[src/rtl/move_direction_sequencer_pkg.sv]
// Move codes, FSM state encoding and decode helpers shared by the direction sequencer.
// Pure combinational helpers: zero latency, no flow control.
package move_direction_sequencer_pkg;

  localparam logic [2:0] DIR_NONE  = 3'd0;
  localparam logic [2:0] DIR_FWD   = 3'd1;
  localparam logic [2:0] DIR_BWD   = 3'd2;
  localparam logic [2:0] DIR_LFWD  = 3'd3;
  localparam logic [2:0] DIR_RFWD  = 3'd4;
  localparam logic [2:0] DIR_LBWD  = 3'd5;
  localparam logic [2:0] DIR_RBWD  = 3'd6;

  typedef enum logic {
    ST_DRIVE = 1'b0,
    ST_BRAKE = 1'b1
  } state_t;

  function automatic logic is_fwd(input logic [2:0] d);
    return (d == DIR_FWD) || (d == DIR_LFWD) || (d == DIR_RFWD);
  endfunction

  function automatic logic is_bwd(input logic [2:0] d);
    return (d == DIR_BWD) || (d == DIR_LBWD) || (d == DIR_RBWD);
  endfunction

  function automatic logic is_reversal(input logic [2:0] from_dir, input logic [2:0] to_dir);
    return (is_fwd(from_dir) && is_bwd(to_dir)) || (is_bwd(from_dir) && is_fwd(to_dir));
  endfunction

  // Axis codes are 2-bit signed: 01 = +1, 11 = -1, 00 = 0.
  function automatic logic [2:0] map_dir(input logic [1:0] qx, input logic [1:0] qy);
    logic [2:0] d;
    d = DIR_NONE;
    case (qy)
      2'b01: begin
        case (qx)
          2'b11:   d = DIR_LFWD;
          2'b01:   d = DIR_RFWD;
          default: d = DIR_FWD;
        endcase
      end
      2'b11: begin
        case (qx)
          2'b11:   d = DIR_LBWD;
          2'b01:   d = DIR_RBWD;
          default: d = DIR_BWD;
        endcase
      end
      default: d = DIR_NONE;
    endcase
    return d;
  endfunction

endpackage

[src/rtl/move_direction_sequencer_axis_quantizer.sv]
// Three-level axis quantiser with inclusive deadband; compares at W+1 bits so -2^(W-1) is safe.
// Purely combinational, no flow control.
module axis_quantizer #(
  parameter int W        = 8,
  parameter int DEADBAND = 16
) (
  input  logic signed [W-1:0] v,
  output logic        [1:0]   q
);

  localparam logic signed [W:0] DB_POS = (W+1)'(DEADBAND);
  localparam logic signed [W:0] DB_NEG = -DB_POS;

  logic signed [W:0] v_ext;

  assign v_ext = {v[W-1], v};

  always_comb begin
    q = 2'b00;
    if (v_ext > DB_POS) begin
      q = 2'b01;
    end else if (v_ext < DB_NEG) begin
      q = 2'b11;
    end
  end

endmodule

[src/rtl/move_direction_sequencer.sv]
// Filters joystick vectors into committed move codes, braking through None on reversals.
// Commit visible one cycle after the STABLE_CYCLES-th equal sample; dirValid-gated, no backpressure; DIR_WATCHDOG_EN adds an idle timeout.
module move_direction_sequencer
  import move_direction_sequencer_pkg::*;
#(
  parameter int W              = 8,
  parameter int DEADBAND       = 16,
  parameter int STABLE_CYCLES  = 3,
  parameter int BRAKE_CYCLES   = 4,
  parameter int TIMEOUT_CYCLES = 100
) (
  input  logic                clk,
  input  logic                rst_n,
  input  logic signed [W-1:0] xDir,
  input  logic signed [W-1:0] yDir,
  input  logic                dirValid,
  output logic        [2:0]   MoveDir,
  output logic                dirChanged,
  output logic                brakeActive,
  output logic                timedOut
);

  localparam int RUN_W = $clog2(STABLE_CYCLES + 1);
  localparam int BRK_W = (BRAKE_CYCLES > 1) ? $clog2(BRAKE_CYCLES) : 1;
  localparam logic [RUN_W-1:0] RUN_SAT  = RUN_W'(STABLE_CYCLES);
  localparam logic [BRK_W-1:0] BRK_LOAD = BRK_W'((BRAKE_CYCLES > 0) ? BRAKE_CYCLES - 1 : 0);

  logic [1:0]       qx, qy;
  logic [2:0]       decoded;
  logic             qualified;
  logic             wd_fire;
  state_t           state_r, state_n;
  logic [2:0]       move_r, move_n, pending_r, pending_n, cand_r, cand_n;
  logic [RUN_W-1:0] run_r, run_n;
  logic [BRK_W-1:0] brk_r, brk_n;
  logic             chg_r;

  axis_quantizer #(.W(W), .DEADBAND(DEADBAND)) u_quant_x (.v(xDir), .q(qx));
  axis_quantizer #(.W(W), .DEADBAND(DEADBAND)) u_quant_y (.v(yDir), .q(qy));

  assign decoded = map_dir(qx, qy);

  always_ff @(posedge clk or negedge rst_n) begin
    if (!rst_n) begin
      state_r   <= ST_DRIVE;
      move_r    <= DIR_NONE;
      pending_r <= DIR_NONE;
      cand_r    <= DIR_NONE;
      run_r     <= '0;
      brk_r     <= '0;
      chg_r     <= 1'b0;
    end else begin
      state_r   <= state_n;
      move_r    <= move_n;
      pending_r <= pending_n;
      cand_r    <= cand_n;
      run_r     <= run_n;
      brk_r     <= brk_n;
      chg_r     <= (move_n != move_r);
    end
  end

  always_comb begin
    state_n   = state_r;
    move_n    = move_r;
    pending_n = pending_r;
    cand_n    = cand_r;
    run_n     = run_r;
    brk_n     = brk_r;
    qualified = 1'b0;

    if (dirValid) begin
      if (decoded == cand_r) begin
        if (run_r < RUN_SAT) run_n = run_r + 1'b1;
      end else begin
        cand_n = decoded;
        run_n  = RUN_W'(1);
      end
      qualified = (run_n >= RUN_SAT);
    end

    case (state_r)
      ST_DRIVE: begin
        if (qualified && (decoded != move_r)) begin
          if ((BRAKE_CYCLES > 0) && is_reversal(move_r, decoded)) begin
            move_n    = DIR_NONE;
            pending_n = decoded;
            brk_n     = BRK_LOAD;
            state_n   = ST_BRAKE;
          end else begin
            move_n = decoded;
          end
        end
      end
      ST_BRAKE: begin
        // A target qualifying on the exit edge still wins over the older pending one.
        if (qualified) pending_n = decoded;
        if (brk_r == '0) begin
          move_n  = pending_n;
          state_n = ST_DRIVE;
        end else begin
          brk_n = brk_r - 1'b1;
        end
      end
      default: state_n = ST_DRIVE;
    endcase

    if (wd_fire) begin
      move_n  = DIR_NONE;
      state_n = ST_DRIVE;
      cand_n  = DIR_NONE;
      run_n   = '0;
    end
  end

  always_comb begin
    MoveDir     = move_r;
    dirChanged  = chg_r;
    brakeActive = (state_r == ST_BRAKE);
  end

`ifdef DIR_WATCHDOG_EN
  localparam int WD_W = $clog2(TIMEOUT_CYCLES + 1);
  localparam logic [WD_W-1:0] WD_LIMIT = WD_W'(TIMEOUT_CYCLES);

  logic [WD_W-1:0] wd_cnt;
  logic            to_r;

  // Fires once on the TIMEOUT_CYCLES-th idle edge; the counter then parks at the limit.
  assign wd_fire  = !dirValid && (wd_cnt == WD_LIMIT - 1'b1);
  assign timedOut = to_r;

  always_ff @(posedge clk or negedge rst_n) begin
    if (!rst_n) begin
      wd_cnt <= '0;
      to_r   <= 1'b0;
    end else if (dirValid) begin
      wd_cnt <= '0;
      to_r   <= 1'b0;
    end else begin
      if (wd_cnt != WD_LIMIT) wd_cnt <= wd_cnt + 1'b1;
      if (wd_fire) to_r <= 1'b1;
    end
  end
`else
  logic unused_timeout;

  assign unused_timeout = ^TIMEOUT_CYCLES;
  assign wd_fire        = 1'b0;
  assign timedOut       = 1'b0;
`endif

endmodule

[config.mk]
export PLATFORM = sky130hd
export DESIGN_NAME = move_direction_sequencer
export DESIGN_NICKNAME = d
export VERILOG_FILES = /design/src/rtl/move_direction_sequencer_pkg.sv /design/src/rtl/move_direction_sequencer_axis_quantizer.sv /design/src/rtl/move_direction_sequencer.sv
export SDC_FILE = /design/constraint.sdc
export NUM_CORES = 1
export LEC_CHECK = 0
export CAP_MARGIN = 25
export CELL_PAD_IN_SITES_DETAIL_PLACEMENT = 2
export CELL_PAD_IN_SITES_GLOBAL_PLACEMENT = 2
export CORE_MARGIN = 2
export CORE_UTILIZATION = 32
export DETAILED_ROUTE_END_ITERATION = 10
export GPL_ROUTABILITY_DRIVEN = 1
export PLACE_DENSITY_LB_ADDON = 0.05
export SYNTH_ARGS = -nofsm -noshare
export SYNTH_HDL_FRONTEND = slang
export SYNTH_HIERARCHICAL = 1
export SYNTH_SLANG_ARGS = --single-unit
[constraint.sdc]
create_clock -name clk -period 2.2 [get_ports clk]
set_input_delay 0.33 -clock clk [delete_from_list [all_inputs] [get_ports clk]]
set_output_delay 0.33 -clock clk [all_outputs]
set_load 0.01 [all_outputs]
==> results.toml <==
[status]
violations = "negative setup slack"
outcome = "complete, but fails checks"

[logic_synthesis]
synth_top_area_share_pct = 25.8
synthCells = 168
synthXorXnorAreaFrac_pct = 4.90
synth_area_per_cell_um2 = 8.66
ys_ff_latch = 15
async_flop_share_pct = 100
synth.largest_area_cell = "dfrtp_1"
synth_seq_area_share_pct = 25.8
ys_warn_count = 6
synthFlopType = "dfrtp_1"
synth_compound_area_share_pct = 30.3
syn-num-nets = 188
synthTopCellsByArea = "dfrtp_1 (26%), mux2_2 (4.6%), a21oi_1 (4.5%)"
synthMuxAreaShare_pct = 7.39
syn_area_um2 = 1460
ys_types = 65
synth-simple-area-share_pct = 24.6
synthAdderAreaFrac_pct = 0.860
synth-edff-count = 0
synth_top_family_by_area = "compound AO/OA/AOI/OAI gates"

[floorplanning]
rows = 24
die_w_um = 71.4
pin_count = 25
start_util_pct = 33.4
core-area_um2 = 4350
die_y_um = 71.4
dieArea_um2 = 5100

[cts]
clockBufferDepth = 2
ctsHoldBuffers = 0
root_buffer = "clkbuf_8"
worstSkewPairLatency_ns = 0.26
clock-sinks = 15
htree_levels = 1
cts.clk_slew.worst_paths_ns = 0.06
cts_made_buffers = 3
cts_tree = "done"

[setup_path]
cp_cell_sequence = "buf_6 > o41ai_4 > a21oi_2 > nor2b_4 > o311ai_4 > a22oi_2 > buf_4 > o31ai_4 > a21oi_2 > nor4_4 > o221ai_2"
critPathLaunchType = "input port"
crit_fanout = 4
crit_family = "compound AO/OA/AOI/OAI gates"
worst-path-buf-inv = 2
arrival_ns = 2.51
cp_slowest_cell = "o41ai_4"
worstSetupPathType = "in2reg"
crit_top_cell = "a21oi_2"
max_stage_delay_ns = 0.34
cp-end-kind = "register"
cp_data_required_time_ns = 2.32

[place]
place_worst_setup_slack_ns = -0.900
io_buffers = 23
placed_cell_area_um2 = 2050
hpwl_um = 4350
place.gp.congestion = 0.847
placed_cells = 274

[global_route]
gr-total-overflow = 0
busiest_layer = "met2"
track_usage_pct = 27.0
grt_pass1_wl_um = 10600
grt_max_degree = 16
met3_usage_pct = 3.23
antenna_found_initial = 0
met2_usage_pct = 49.9
use_met1_pct = 32.8
grt_pass1_vias = 1957

[layout]
stdcell_count = 288
nNetsFinal = 257
fillers = 462
diodes = 0
drive_gt1_share_pct = 42.4
mostFrequentLayoutCells = "buf_4 (48), dfrtp_1 (15), nand2_1 (11), nor2_1 (11), a21oi_1 (10)"
finish.utilization_pct = 52.4
layout_commonest_cell = "buf_4"
final_area_um2 = 2280
synthToLayoutAreaGrowth_pct = 56.7

[detailed_routing]
wire_per_inst_um = 22.2
wl_um = 6400
drt_pass1_iterations = 4
drcViolationCount = 0
ant_nets = 0
vias = 1669
viasPerCell = 5.80
first_iter_violations = 66

[sta]
fmaxAchievable_mhz = 419
maxSlewHeadroom_pct = 53.9
min_period_over_period_pct = 109
setup_viol = 11
finalSetupTns_ns = -1.03
rsz0062_at_grt = "true"
hold_violations = 0
holdWs_ns = 0.488
slew_viol_final = 0
worst_pin_slew_ns = 0.690
setup_ws_ns = -0.188
fin_worst_skew_ns = 0.00561
fin_crit_ns = 2.39

[power_and_ir_drop]
ir_drop_v = 0.000610
power_mw = 2.06
p_leak_nw = 0.978
power.density_nw_per_um2 = 903

[hold_path]
holdCritPathClass = "in2async"

[run]
drv_cap = 0
## state kept, by name (all words and copies together), names as in the netlist
register     cells
MoveDir          3
brakeActive      1
brk_r            2
cand_r           3
dirChanged       1
pending_r        3
run_r            2
## cells in the mapped netlist, types with 2 or more instances
cell      number
o41ai_2        2
buf_4          2
nand3_1        5
buf_2          3
a21oi_1       13
o21ai_0        8
nand2b_1       4
clkbuf_1       5
nand4_1        2
mux2i_1        4
dfrtp_1       15
xnor2_1        4
o32ai_1        2
nor2b_1        3
or3_1          2
a31oi_1        4
and2_1         3
inv_1          7
mux2_2         6
nor2_1        12
nand2_1       11
and4_1         3
nand3b_1       2
nor3_1         5
## power breakdown
group          leakage (nW)  switching, mW  internal (mW)
clock network        0.0228          0.103          0.129
registers             0.191          0.147          0.358
logic                 0.764          0.684          0.638
## cells by family (layout without fill, tap and decap cells)
logic type	after synthesis	count (layout)
AND/OR/NAND/NOR	61	61
AO/OA/AOI/OAI	56	56
buffers and inverters	18	86
flip-flops	15	15
multiplexers	10	10
XOR/XNOR	6	6
adder cells (fa/ha/maj)	1	1
other	1	1
## area by class of cell
class                           count  area (um^2)  share of cell area [%]
Inverter                            7         26.3                    1.15
Timing Repair Buffer               75          603                    26.5
Sequential cell                    15          375                    16.5
Multi-Input combinational cell    135         1160                    51.1
Tap cell                           52         65.1                    2.85
Clock buffer                        4         45.0                    1.98
## metal layers
layer  vias up  share of wire (%)  wire [um]
li1        765                  -          -
met1       846                 43       2730
met2        43                 52       3300
met3        15                3.2        207
met4         0                2.5        160
met5         -                  0          0
## repair_timing
item / CTS / global route
gates cloned: 0 / 0
buffers inserted: 10 / 0
pin swaps: 13 / 18
resized for setup: 55 / 11
endpoints found under the setup margin: 14 / 13
## path summary, 6_finish.rpt
kind,start,to,slack [ns],depth (start not counted)
min reg2reg,brk_r[1],brk_r[1],0.55,1
max in group asynchronous,rst_n,pending_r[0],1.27,1
min in group clk,brk_r[1],brk_r[1],0.55,1
min,rst_n,pending_r[2],0.49,1
max reg2reg,cand_r[2],dirChanged,-0.12,8
max,xDir[1],dirChanged,-0.19,11
Note: power is estimated with default switching activity, not from simulation.
